`src/rtl/eval_inverse_pipe.sv`:
```
// Readback-side inverse of the forward evaluator: recovers data_in2 from a forward
// result plus the data_in1/kernel_enable that produced it, through a 2-stage valid/ready pipe.
module eval_inverse_pipe #(
    parameter int CNT_W = 16
) (
    input  logic             clk,
    input  logic             rst,
    input  logic             in_valid,
    output logic             in_ready,
    input  logic [7:0]       in_result,
    input  logic [7:0]       in_data1,
    input  logic             in_kernel_en,
    output logic             out_valid,
    input  logic             out_ready,
    output logic [7:0]       out_data2,
    output logic [7:0]       out_data1,
    output logic [CNT_W-1:0] decode_count,
    output logic             busy
);

    function automatic logic [7:0] kernel_term(input logic ke, input logic [3:0] addr);
        logic [7:0] rom;
        case (addr)
            4'd0:    rom = 8'd57;
            4'd1:    rom = 8'd61;
            4'd2:    rom = 8'd22;
            4'd3:    rom = 8'd98;
            4'd4:    rom = 8'd121;
            4'd5:    rom = 8'd17;
            4'd6:    rom = 8'd13;
            default: rom = 8'd3;
        endcase
        return ke ? rom : 8'd0;
    endfunction

    // result = sub + ~d2, so ~(result - sub) yields d2 with all wrap discarded
    function automatic logic [7:0] recover(input logic [7:0] result, input logic [7:0] sub);
        logic [7:0] diff;
        diff = result - sub;
        return ~diff;
    endfunction

    logic             s1_en, s2_en;
    logic             vld_p1_q, vld_p1_d;
    logic [7:0]       result_p1_q, result_p1_d;
    logic [7:0]       data1_p1_q, data1_p1_d;
    logic [7:0]       sub_p1_q, sub_p1_d;
    logic             vld_p2_q, vld_p2_d;
    logic [7:0]       data2_p2_q, data2_p2_d;
    logic [7:0]       data1_p2_q, data1_p2_d;
    logic [CNT_W-1:0] cnt_q, cnt_d;

    always_comb begin
        s2_en       = !vld_p2_q || out_ready;
        s1_en       = !vld_p1_q || s2_en;
        vld_p1_d    = vld_p1_q;
        result_p1_d = result_p1_q;
        data1_p1_d  = data1_p1_q;
        sub_p1_d    = sub_p1_q;
        vld_p2_d    = vld_p2_q;
        data2_p2_d  = data2_p2_q;
        data1_p2_d  = data1_p2_q;
        cnt_d       = cnt_q;

        // stage 1: capture operands and precompute the forward-side subtrahend
        if (s1_en) begin
            vld_p1_d = in_valid;
            if (in_valid) begin
                result_p1_d = in_result;
                data1_p1_d  = in_data1;
                sub_p1_d    = kernel_term(in_kernel_en, in_data1[3:0]) + in_data1;
            end
        end

        // stage 2: recover data_in2
        if (s2_en) begin
            vld_p2_d = vld_p1_q;
            if (vld_p1_q) begin
                data2_p2_d = recover(result_p1_q, sub_p1_q);
                data1_p2_d = data1_p1_q;
            end
        end

        if (vld_p2_q && out_ready) begin
            cnt_d = cnt_q + CNT_W'(1);
        end
    end

    always_ff @(posedge clk or posedge rst) begin
        if (rst) begin
            vld_p1_q    <= 1'b0;
            result_p1_q <= '0;
            data1_p1_q  <= '0;
            sub_p1_q    <= '0;
            vld_p2_q    <= 1'b0;
            data2_p2_q  <= '0;
            data1_p2_q  <= '0;
            cnt_q       <= '0;
        end else begin
            vld_p1_q    <= vld_p1_d;
            result_p1_q <= result_p1_d;
            data1_p1_q  <= data1_p1_d;
            sub_p1_q    <= sub_p1_d;
            vld_p2_q    <= vld_p2_d;
            data2_p2_q  <= data2_p2_d;
            data1_p2_q  <= data1_p2_d;
            cnt_q       <= cnt_d;
        end
    end

    assign in_ready     = s1_en;
    assign out_valid    = vld_p2_q;
    assign out_data2    = data2_p2_q;
    assign out_data1    = data1_p2_q;
    assign decode_count = cnt_q;
    assign busy         = vld_p1_q || vld_p2_q;

endmodule

```
`config.mk`:
```
export PLATFORM = sky130hd
export DESIGN_NAME = eval_inverse_pipe
export DESIGN_NICKNAME = d
export VERILOG_FILES = /design/src/rtl/eval_inverse_pipe.sv
export SDC_FILE = /design/constraint.sdc
export NUM_CORES = 1
export LEC_CHECK = 0
export ABC_AREA = 1
export CAP_MARGIN = 20
export CORE_ASPECT_RATIO = 0.6
export CORE_MARGIN = 3
export CORE_UTILIZATION = 40
export DETAILED_ROUTE_END_ITERATION = 10
export SYNTH_ARGS = -nofsm -noshare
export SYNTH_HDL_FRONTEND = slang
export SYNTH_SLANG_ARGS = --single-unit
```
`constraint.sdc`:
```
create_clock -name clk -period 4.2 [get_ports clk]
set_input_delay 1.05 -clock clk [delete_from_list [all_inputs] [get_ports clk]]
set_output_delay 1.05 -clock clk [all_outputs]
set_load 0.005 [all_outputs]
```
-- After elaboration in Yosys (flattened, before gate mapping)
Cells that the tools add are included.
- $add $sub $neg: 3
- equality and inequality tests: 6
- multiplexer cells: 4
- bitwise operators: 1
- reduce and logical (&&, ||, !) cells: 9
- operators with widths (kind ; count):
    $pmux 7 s7 ; 1
    $mux 8 ; 3
    $add 16x1->16 const B ; 1
    $eq 4x3->1 const B ; 3
    $add 8x8->8 ; 1
    $eq 4x2->1 const B ; 2
    $not 8->8 ; 1
    $sub 8x8->8 ; 1
    $eq 4x1->1 const B ; 1
    $logic_not 4->1 ; 1
    $reduce_and 2->1 ; 2
    $logic_or 1x1->1 ; 3
    $logic_not 1->1 ; 2
    $logic_and 1x1->1 ; 1
- register bits: 58
- output and inout port bits: 35
- word-level logic and storage cells: 31

-- Longest topological paths before layout
Gate-level depths: netlist of the first run.
- word-level depth: 6
- depth in mapped cells: 13

-- Least setup slack after synthesis of the first run
OpenSTA, ideal clock, no wires.
- kind: input-to-reg
- from: input in_kernel_en
- to: register sub_p1_q[7]
- setup time: 0.124 ns
- arrival: 2.269 ns
- required time: 4.076 ns
- setup slack: 1.807 ns
- stages: 8
- path through: inv_1 -> a2111oi_0 -> ha_1 -> a21oi_1 -> o21a_1 -> nand2_1 -> nand2_1 -> nand3_1
- longest elaborated chain between the ends: 2
- ends and longest elaborated chain (element ; RTL line ; RTL):
    from (decl) ; 12 ; input logic in_kernel_en,
    $mux 8 ; 33 ; return ke ? rom : 8'd0;
    $add 8x8->8 ; 71 ; sub_p1_d = kernel_term(in_kernel_en, in_data1[3:0]) + in_data1;
    to (signal assigned) ; 103 ; sub_p1_q <= sub_p1_d;
    to (decl) ; 47 ; logic [7:0] sub_p1_q, sub_p1_d;
No other way between the ends.
A chain may end at the register's enable or synchronous reset.

-- Final worst setup path of the first run
- from: input out_ready
- to: output in_ready
- longest elaborated chain between the ends: 2
- ends and longest elaborated chain (element ; RTL line ; RTL):
    from (decl) ; 14 ; input logic out_ready,
    $logic_or 1x1->1 ; 54 ; s2_en = !vld_p2_q || out_ready;
    $logic_or 1x1->1 ; 55 ; s1_en = !vld_p1_q || s2_en;
    to (decl) ; 9 ; output logic in_ready,
No other way between the ends.

==> results_dict.tcl, run 1 <==
set metrics [dict create \
    synth_edf_count 0 \
    synth_nets 426 \
    firstDrtPassIters 4 \
    core_mm2 0.00745 \
    synthCells 388 \
    path_clk_slew_ns 0.05 \
    yosysWarnings 0 \
    hold_class "reg2reg" \
    critPathMaxStageDelay_ns 0.52 \
    dieArea_mm2 0.00900 \
    io_pins 56 \
    num_antenna_cells 0 \
    fin_tns_setup_ns 0 \
    cp_slowest_cell "clkdlybuf4s50_1" \
    startpoint "out_ready" \
    worst_pin_slew_ns 0.746 \
    ctsResizeCount 0 \
    grt_util_met1 0.257 \
    rsz0062_at_grt "no" \
    crit_path_max_fanout 3 \
    cp_data_arrival_time_ns 2.26 \
    die_x_um 120 \
    gp_congestion 0.853 \
    yosysSeqAreaShare 0.462 \
    outcome "completed" \
    crit_top_cell "clkdlybuf4s50_1" \
    maxCapViolations 0 \
    numPortBuffers 55 \
    ys_ff_latch 58 \
    finalSetupViolCount 0 \
    fin_nets 486 \
    path_class "in2out" \
    clkSinkCount 58 \
    grt_pass1_wl_um 12000 \
    maxSlewViolCount 0 \
    synth_top_area_cell "dfrtp_1" \
    fmax_ghz 0.302 \
    leakage_uw 0.00203 \
    synth.distinct_cells 33 \
    cts.path.max_buffers 2 \
    worst_hold_slack_ns 0.478 \
    routed_via_density 4.61 \
    hpwlAfterDp_um 5230 \
    cts_buffers 9 \
    hp-start "data1_p1_q[3]" \
    cts_tree "done" \
    cp-start-kind "input port" \
    drt_iter0_drc 125 \
    syn_area_per_cell_um2 8.10 \
    cp-end-kind "output port" \
    grtUsageMet3 0.0593 \
    busiest_layer "met1" \
    wl_per_cell_um 12.6 \
    initial_core_util 0.422 \
    ctsHoldBuffers 0 \
    synthesis.area_mm2 0.00314 \
    grtUsageTotal 0.174 \
    post-route-drc-count 0 \
    dp_slack_ns 0.890 \
    synth_top_area_share 0.462 \
    gr-total-overflow 0 \
    antenna_found_initial 0 \
    num_vias 2569 \
    cp_cell_sequence "clkdlybuf4s50_1 > inv_1 > nand3_2 > clkdlybuf4s50_1" \
    post-route-period-util 0.788 \
    die-height_um 74.7 \
    wl_um 7010 \
    finClkSkew_ns 0.00697 \
    yosys-top-cells-area "dfrtp_1 (46%), nand2_1 (17%), ha_1 (6.0%), inv_1 (5.5%), nand3_1 (2.9%)" \
    cts_setup_buffers 0 \
    drtAntennaViolNets 0 \
    synthFlopType "dfrtp_1" \
    period_minus_slack_ns 3.31 \
    hold_violations 0 \
    syn_to_final_growth_pct 28.7 \
    placementRows 24 \
    power_density_mw_per_mm2 500 \
    ys_async_sr_fraction 1.00 \
    drive_above_1_share 0.0773 \
    worst_slack_ns 0.889 \
    worstSkewPairLatency_ns 0.32 \
    cp.required_ns 3.15 \
    vdd.ir_drop.worst_uv 302 \
    grt_util_met2 0.236 \
    max-slew-margin-rel 0.501 \
    r2r-start "out_valid" \
    cts-root-buf "clkbuf_16" \
    grt_max_degree 59 \
    grt_pass1_vias 2502 \
    nFillCells 727 \
    htreeDepth 3 \
]
[registers in the layout, summed over array words and instances (netlist names)]
name          cells
data1_p1_q        8
decode_count     16
out_data1         8
out_data2         8
out_valid         1
result_p1_q       8
sub_p1_q          8
vld_p1_q          1
[worst paths after layout]
kind,cells past startpoint,slack [ns],endpoint
worst max-delay path,4,0.89,in_ready
worst min-delay path,2,0.48,out_data1[3]
worst max register to register,5,2.46,out_data2[2]
worst min register to register,2,0.48,out_data1[3]
max in group asynchronous,3,2.46,sub_p1_q[2]
min in group asynchronous,3,1.24,result_p1_q[6]
[metrics by stage]
step | utilization | power [µW] | instance area [µm²] | std cells
finish | 0.544 | 2020 | 4050 | 557
floorplan | - | 1110 | 3140 | 388
global placement | 0.508 | 1390 | 3780 | 541
global route | 0.544 | 2180 | 4050 | 557
detailed placement | 0.508 | 1390 | 3780 | 541
CTS | 0.544 | 2060 | 4050 | 557
[worst max-delay path, delay by kind of cell]
kind,cells,cell delay [ns]
simple gates,1,0.09
buf+inv,3,1.11
[kinds of logic after synthesis]
| family | count (synthesis) | synth area share |
|---|---|---|
| adder cells (fa/ha/maj) | 17 | 0.0724 |
| flip-flops | 58 | 0.462 |
| AND/OR/NAND/NOR | 208 | 0.289 |
| XOR/XNOR | 14 | 0.0390 |
| buffers and inverters | 56 | 0.0748 |
| AO/OA/AOI/OAI | 35 | 0.0633 |
[cells in the final DEF, fill, tap and decap left out, drive strengths merged, types with 5 or more instances in the layout]
cell and count:
dfrtp 58, inv 48, nor2 26, ha 15, xnor2 8, a21oi 9, clkbuf 13, xor2 6
nand3 21, o21ai 20, clkdlybuf4s50 55, nand3b 5, nand2 144
[Yosys cell counts, types with 3 or more instances]
| cell | instances |
|---|---|
| nand2_1 | 141 |
| o21ai_1 | 13 |
| xor2_1 | 6 |
| xnor2_1 | 8 |
| nand3_2 | 3 |
| o21ai_0 | 7 |
| nor2_1 | 19 |
| buf_2 | 4 |
| nand4_1 | 3 |
| nor2_2 | 5 |
| dfrtp_1 | 58 |
| nand3b_1 | 5 |
| ha_1 | 15 |
| a21oi_1 | 9 |
| nand3_1 | 18 |
| inv_1 | 46 |
[area by class of cell]
cell class	instances	area, µm²	share of cell area
inverter	49	185	0.0457
sequential	58	1450	0.359
clock inverter	3	15.0	0.00371
timing repair buffer	56	558	0.138
clock buffer	13	250	0.0618
multi-input combinational	274	1460	0.360
tap	104	130	0.0321
[routing by layer]
| metal | wire (µm) | vias to the layer above |
|---|---|---|
| met5 | 0 | - |
| met4 | 80 | 0 |
| met3 | 410 | 7 |
| met2 | 2760 | 58 |
| met1 | 3750 | 1159 |
| li1 | - | 1345 |
[power by group]
part | internal [µW] | switching, µW | leakage [µW]
Clock | 411 | 235 | 0.000133
Combinational | 314 | 284 | 0.00117
Sequential | 686 | 94.2 | 0.000721
Total | 1410 | 613 | 0.00203
Power figures use the tool's default switching activity.
==> inputs of run 2 (changes only) <==
PLACE_DENSITY = 0.66   (was default)
clock period = 2.7 ns   (was 4.2 ns; I/O delays follow)
==> run 2 against run 1 <==
Net effect:
- non-clock buffer count grew 10
- critical path depth is the same
- cell count grew 1.8%
- combinational power grew 59%
- clock skew shrank 0.0020 ns
- die area is the same
- via count grew 3.3%
- clock power grew 87%
- critical path type unchanged
- critical endpoint unchanged
- largest cell class unchanged
==> results_dict.tcl, run 2 (same netlist as run 1, synthesis figures left out) <==
set metrics [dict create \
    path_class "in2out" \
    cts_tree "done" \
    dp_slack_ns -0.226 \
    post-route-drc-count 0 \
    antenna_found_initial 0 \
    num_vias 2654 \
    max-slew-margin-rel 0.684 \
    syn_to_final_growth_pct 33.3 \
    worstSkewPairLatency_ns 0.33 \
    mostFrequentLayoutCells "nand2_1 (141), dfrtp_1 (58), clkdlybuf4s50_1 (55)" \
    numPortBuffers 55 \
    maxCapViolations 0 \
    worst_slack_ns 0.139 \
    leakage_uw 0.00210 \
    layout_commonest_cell "nand2_1" \
    gr-total-overflow 0 \
    worst_pin_slew_ns 0.473 \
    routed_via_density 4.68 \
    r2r-end "out_data2[6]" \
    fin_nets 496 \
    cp_data_arrival_time_ns 1.89 \
    fmax_ghz 0.390 \
    hold_class "reg2reg" \
    hold-path-endpoint "out_data1[2]" \
    initial_core_util 0.422 \
    hp-start "data1_p1_q[2]" \
    power_density_mw_per_mm2 806 \
    startpoint "out_ready" \
    ff2ff_setup_slack_ns 1.02 \
    r2r_cells 10 \
    wl_um 7350 \
    cts.path.max_buffers 2 \
    grtUsageTotal 0.179 \
    htreeDepth 3 \
    nFillCells 716 \
    maxSlewViolCount 0 \
    num_antenna_cells 0 \
    grt_pass1_vias 2624 \
    largest_reg_flops 16 \
    cts-root-buf "clkbuf_16" \
    final_util 0.563 \
    cts_setup_buffers 0 \
    placementRows 24 \
    finClkSkew_ns 0.00493 \
    firstDrtPassIters 4 \
    clkSinkCount 58 \
    core_mm2 0.00745 \
    drtAntennaViolNets 0 \
    hpwlAfterDp_um 5310 \
    wl_per_cell_um 13.0 \
    outcome "completed" \
    seqCellArea_mm2 0.00145 \
    dieArea_mm2 0.00900 \
    cp-start-kind "input port" \
    die_x_um 120 \
    path_clk_slew_ns 0.05 \
    grt_max_degree 59 \
    drive_above_1_share 0.102 \
    finalSetupViolCount 0 \
    crit_path_max_fanout 3 \
    ctsHoldBuffers 0 \
    vdd.ir_drop.worst_uv 361 \
    hold_violations 0 \
    multi_input_area_mm2 0.00146 \
    cp.required_ns 2.03 \
    cp-end-kind "output port" \
    gp_congestion 0.854 \
    period_minus_slack_ns 2.56 \
    grt_pass1_wl_um 12500 \
    post-route-period-util 0.949 \
    rsz0062_at_grt "no" \
    cts_buffers 9 \
    hold_depth 2 \
    die-height_um 74.7 \
    io_pins 56 \
    drt_iter0_drc 127 \
    r2r-start "result_p1_q[0]" \
]
run 2: changes by cell type in the layout (fill, tap and decap cells not counted), sizes merged:
cell / before / now
bufinv: 0 / 2
buf: 1 / 11
clkinv: 4 / 3
clkinvlp: 0 / 1
clkbuf: 13 / 11
run 2: worst max path at each step:
stage | endpoint | slack, ns | depth (start not counted)
floorplan | data1_p1_q[0] | 0.60 | 1
global placement | sub_p1_q[7] | -0.15 | 11
detailed placement | sub_p1_q[7] | -0.23 | 11
CTS | sub_p1_q[7] | 0.12 | 11
global route | sub_p1_q[7] | 0.02 | 11
finish | in_ready | 0.14 | 4
run 2: per-layer routing:
layer	track usage	vias to the layer above	routed length [µm]
met3	0.0781	2	478
li1	-	1367	-
met4	0.0377	0	27
met5	0	-	0
met1	0.248	1221	3660
met2	0.265	64	3180
run 2: layout make-up:
class	count	share of cell area
Tap cell	104	0.0310
Clock inverter	5	0.0185
Clock buffer	11	0.0579
Timing Repair Buffer	66	0.154
Multi-Input combinational cell	274	0.348
Sequential cell	58	0.346
Inverter	49	0.0442
run 2: repair_timing:
| item | 4_1_cts | 5_1_grt |
|---|---|---|
| endpoints found under the setup margin | 0 | 1 |
| endpoints found under the hold margin | 0 | 0 |
| resized for setup | 0 | 1 |
run 2: worst max-delay path, stage by stage:
cell	delay, ns
clkdlybuf4s50_1	0.53
inv_1	0.08
nand3_2	0.09
clkdlybuf4s50_1	0.51
run 2: through the flow:
stage | total power (µW) | setup TNS (ns) | hold WS, ns | area [µm²] | instances
2_1_floorplan | 1720 | 0 | 0.442 | 3140 | 388
6_report | 3380 | 0 | 0.481 | 4190 | 567
3_3_place_gp | 2160 | -0.275 | 0.465 | 3870 | 551
5_1_grt | 3620 | 0 | 0.509 | 4190 | 567
4_1_cts | 3420 | 0 | 0.485 | 4190 | 567
3_5_place_dp | 2180 | -0.489 | 0.458 | 3870 | 551
run 2: report_power, final:
| part | internal [µW] | switching (µW) | leakage, µW |
|---|---|---|---|
| Clock | 828 | 384 | 0.000156 |
| Combinational | 502 | 448 | 0.00123 |
| Sequential | 1070 | 151 | 0.000721 |
| Total | 2400 | 983 | 0.00210 |
==> inputs of run 3 (changes only) <==
--- a/config.mk
+++ b/config.mk
@@ -12,4 +12,5 @@
 export CORE_UTILIZATION = 40
 export DETAILED_ROUTE_END_ITERATION = 10
+export HOLD_SLACK_MARGIN = 0.12
 export PLACE_DENSITY = 0.66
 export SYNTH_ARGS = -nofsm -noshare
==> constraint.sdc (replaced) <==
create_clock -name clk -period 2.7 [get_ports clk]
set_input_delay 0.27 -clock clk [delete_from_list [all_inputs] [get_ports clk]]
set_output_delay 0.27 -clock clk [all_outputs]
set_load 0.005 [all_outputs]
==> run 3 against run 2 <==
Net effect:
- via count is 3.4% lower
- non-clock buffer count is 7 lower
- clock skew is 0.0024 ns higher
- design area is 2.7% lower
- die area stayed put
- largest cell class unchanged
- largest power group unchanged
==> results_dict.tcl, run 3 (same netlist as run 1, synthesis figures left out) <==
set metrics [dict create \
    htreeDepth 3 \
    hpwlAfterDp_um 5260 \
    initial_core_util 0.422 \
    seq_power_share 0.383 \
    finClkSkew_ns 0.00736 \
    gr-total-overflow 0 \
    io_pins 56 \
    maxSlewViolCount 0 \
    power_density_mw_per_mm2 777 \
    maxCapViolations 0 \
    hold_violations 0 \
    rsz0062_at_grt "no" \
    fin_tns_setup_ns 0 \
    grtUsageTotal 0.165 \
    cp-start-kind "input port" \
    cp_data_arrival_time_ns 2.44 \
    ctsHoldBuffers 0 \
    period_minus_slack_ns 2.23 \
    grt_util_met2 0.237 \
    worst_slack_ns 0.466 \
    wl_um 6870 \
    num_vias 2563 \
    cp.required_ns 2.90 \
    leakage_uw 0.00205 \
    intPower_uw 2220 \
    path_class "in2reg" \
    layout_commonest_cell "nand2_1" \
    antenna_found_initial 0 \
    r2r_cells 10 \
    post-route-drc-count 0 \
    fmax_ghz 0.448 \
    die-height_um 74.7 \
    syn_to_final_growth_pct 29.6 \
    numPortBuffers 55 \
    ctsResizeCount 0 \
    r2r-start "result_p1_q[0]" \
    largest_reg_flops 16 \
    max-slew-margin-rel 0.608 \
    swShare 0.300 \
    cts_tree "done" \
    cts.path.max_buffers 2 \
    power_frac_clock 0.322 \
    cp-end-kind "flop" \
    mostFrequentLayoutCells "nand2_1 (141), dfrtp_1 (58), clkdlybuf4s50_1 (55)" \
    nFillCells 730 \
    fin_nets 489 \
    post-route-period-util 0.828 \
    finalSetupViolCount 0 \
    worst_pin_slew_ns 0.574 \
    cts_buffers 9 \
    r2r-end "out_data2[6]" \
    vdd.ir_drop.worst_uv 460 \
    combPwrFrac 0.295 \
    crit_path_max_fanout 6 \
    dieArea_mm2 0.00900 \
    num_antenna_cells 0 \
    grtUsageMet3 0.0638 \
    firstDrtPassIters 4 \
    dp_slack_ns 0.229 \
    gp_congestion 0.887 \
    core_mm2 0.00745 \
    drt_iter0_drc 141 \
    grt_util_met1 0.232 \
    clkSinkCount 58 \
    p_sw_uw 949 \
    busiest_layer "met2" \
    grt_pass1_vias 2417 \
    worstSkewPairLatency_ns 0.32 \
    outcome "completed" \
    path_clk_slew_ns 0.05 \
    cts-root-buf "clkbuf_16" \
    hold_class "in2async" \
    cts_setup_buffers 0 \
    grt_max_degree 26 \
    ff2ff_setup_slack_ns 1.09 \
    grt_pass1_wl_um 11400 \
    placementRows 24 \
    wl_per_cell_um 12.3 \
    drtAntennaViolNets 0 \
    routed_via_density 4.58 \
    drive_above_1_share 0.0857 \
    die_x_um 120 \
]
[run 3: metrics by stage]
stage	utilization	area [µm²]	total power, µW	cells	hold WS [ns]
floorplan	-	3140	1720	388	0.380
global placement	0.511	3800	2150	544	0.464
detailed placement	0.511	3800	2170	544	0.459
CTS	0.547	4080	3210	559	0.316
global route	0.547	4080	3390	559	0.339
finish	0.547	4080	3170	559	0.299
[run 3: cell type report]
class,instances,area [µm²],area share
clock buffers,12,256,0.0629
clock inverters,3,15.0,0.00368
inverters,49,185,0.0454
multi-input cells,274,1460,0.358
flip-flops and latches,58,1450,0.356
well taps,104,130,0.0319
repair buffers,59,581,0.142
[run 3: how the worst max path moves through the flow]
stage | startpoint | end | slack [ns] | depth (start not counted)
global placement | in_data1[1] | sub_p1_q[7] | 0.28 | 10
global route | in_data1[1] | sub_p1_q[7] | 0.32 | 10
floorplan | rst | data1_p1_q[0] | 1.00 | 1
finish | in_data1[1] | sub_p1_q[7] | 0.47 | 10
CTS | in_data1[1] | sub_p1_q[7] | 0.56 | 10
detailed placement | in_data1[1] | sub_p1_q[7] | 0.23 | 10
[run 3: critical path: stages]
cell and delay (ns):
clkdlybuf4s50_1 0.51, nand2_1 0.14, inv_1 0.07, a2111oi_0 0.47, ha_1 0.39, a21oi_1 0.25
o21a_1 0.16, nand2_1 0.05, nand2_1 0.06, nand3_1 0.07
[run 3: layer usage]
layer	wire length, µm	vias to the layer above
met3	364	5
met4	59	0
met2	2810	59
li1	-	1350
met1	3640	1149
met5	0	-
[run 3: power groups by stage]
stage,combinational [µW],sequential (µW),clock (µW)
2_1_floorplan,506,1210,0
3_5_place_dp,942,1220,0
6_report,935,1210,1020
3_3_place_gp,929,1220,0
5_1_grt,1060,1240,1090
4_1_cts,953,1220,1040
==> RTL change (flow settings as in run 3) <==
Reset style: synchronous (`rst`), changed in one clocked block.
--- a/src/rtl/eval_inverse_pipe.sv
+++ b/src/rtl/eval_inverse_pipe.sv
@@ -87,5 +87,5 @@
     end
 
-    always_ff @(posedge clk or posedge rst) begin
+    always_ff @(posedge clk) begin
         if (rst) begin
             vld_p1_q    <= 1'b0;
Check against the original RTL: differs if rst is asserted again (counterexample within 4 cycles, from zero or initial values and one cycle with rst high); with rst held inactive, the same outputs for 10 cycles.
==> RTL change against run 3 <==
  * Hold slack improved by 160 ps
  * Largest cell class unchanged
  * Sequential cell count did not move
  * Count of clock-buffer cells in the layout fell by 1
  * Synthesized area fell by 5.3%
  * Synthesized cell count rose by 12%
  * Design area fell by 4.5%
  * Critical path type unchanged
  * Wire length rose by 10%
  * Setup slack improved by 35 ps
Power is not compared: it rests on default switching activity, and its combinational part moved more than twofold at a synthesized area within 25%.
==> RTL change: results (changes against run 3) <==
* Result of the run: complete, no violations (unchanged)
* Global-route wire length before repair at 12800 µm (was 11400 µm)
* Top area cells in the synthesized netlist: sky130_fd_sc_hd__dfxtp_1, sky130_fd_sc_hd__nor2_1, sky130_fd_sc_hd__nand2_1, sky130_fd_sc_hd__inv_1, sky130_fd_sc_hd__o21ai_0 (was sky130_fd_sc_hd__dfrtp_1, sky130_fd_sc_hd__nand2_1, sky130_fd_sc_hd__ha_1, sky130_fd_sc_hd__inv_1, sky130_fd_sc_hd__nand3_1)
* Crit path arrival time at 2410 ps (was 2440 ps)
* Summed area of non-filler cells in the final layout at 3890 µm² (was 4080 µm²)
* Total nets after synthesis at 473 (was 426)
* Share of flip-flops with an asynchronous set or reset after synthesis at 0% (was 100%)
* Filler cell count at 665 (was 730)
* Least-Margin Pin Slew at 440 ps (was 574 ps)
* Worst clock skew at 4.47 ps (was 7.36 ps)
* Final weighted congestion in routability-driven placement at 0.896 (was 0.887)
* Pin count of the biggest net entering global routing at 29 (was 26)
* Sequential cell area at 1160 µm² (was 1450 µm²)
* Min Hold Slack at 460 ps (was 299 ps)
* Area fraction of clock buffers and clock inverters at 6.50% (was 6.66%)
* Sequential-to-total area share from yosys stat at 39.0% (was 46.2%)
* Placed cell count at 583 (was 544)
* M2 GR Usage at 25.8% (was 23.7%)
* Fin nets at 532 (was 489)
* Pre-CTS worst setup slack at 213 ps (was 229 ps)
* Synth top cells by count: sky130_fd_sc_hd__nor2_1, sky130_fd_sc_hd__nand2_1, sky130_fd_sc_hd__dfxtp_1, sky130_fd_sc_hd__inv_1, sky130_fd_sc_hd__o21ai_0 (was sky130_fd_sc_hd__nand2_1, sky130_fd_sc_hd__dfrtp_1, sky130_fd_sc_hd__inv_1)
* Launching point of the worst reg2reg path: decode_count[1] (was result_p1_q[0])
* M1 WL at 4200 µm (was 3640 µm)
* Non-clock buffers at 60 (was 59)
* Number of DRC markers in iteration 0 at 217 (was 141)
==> RTL change: cell count changes after synthesis, moves of 21 or more <==
cell and delta:
sky130_fd_sc_hd__nor2_1 +68, sky130_fd_sc_hd__nand2_1 -66, sky130_fd_sc_hd__dfrtp_1 -58, sky130_fd_sc_hd__dfxtp_1 +58
sky130_fd_sc_hd__o21ai_0 +31, sky130_fd_sc_hd__a21oi_1 +21
==> RTL change: worst max-delay path, stage by stage <==
cell	delay, ps
sky130_fd_sc_hd__clkdlybuf4s50_1	530
sky130_fd_sc_hd__inv_1	90
sky130_fd_sc_hd__nor2_1	180
sky130_fd_sc_hd__nand2_1	100
sky130_fd_sc_hd__a211oi_1	220
sky130_fd_sc_hd__ha_1	300
sky130_fd_sc_hd__or2_2	310
sky130_fd_sc_hd__nand3b_1	130
sky130_fd_sc_hd__a21oi_1	70
sky130_fd_sc_hd__nor2_1	160
sky130_fd_sc_hd__nor2_1	50
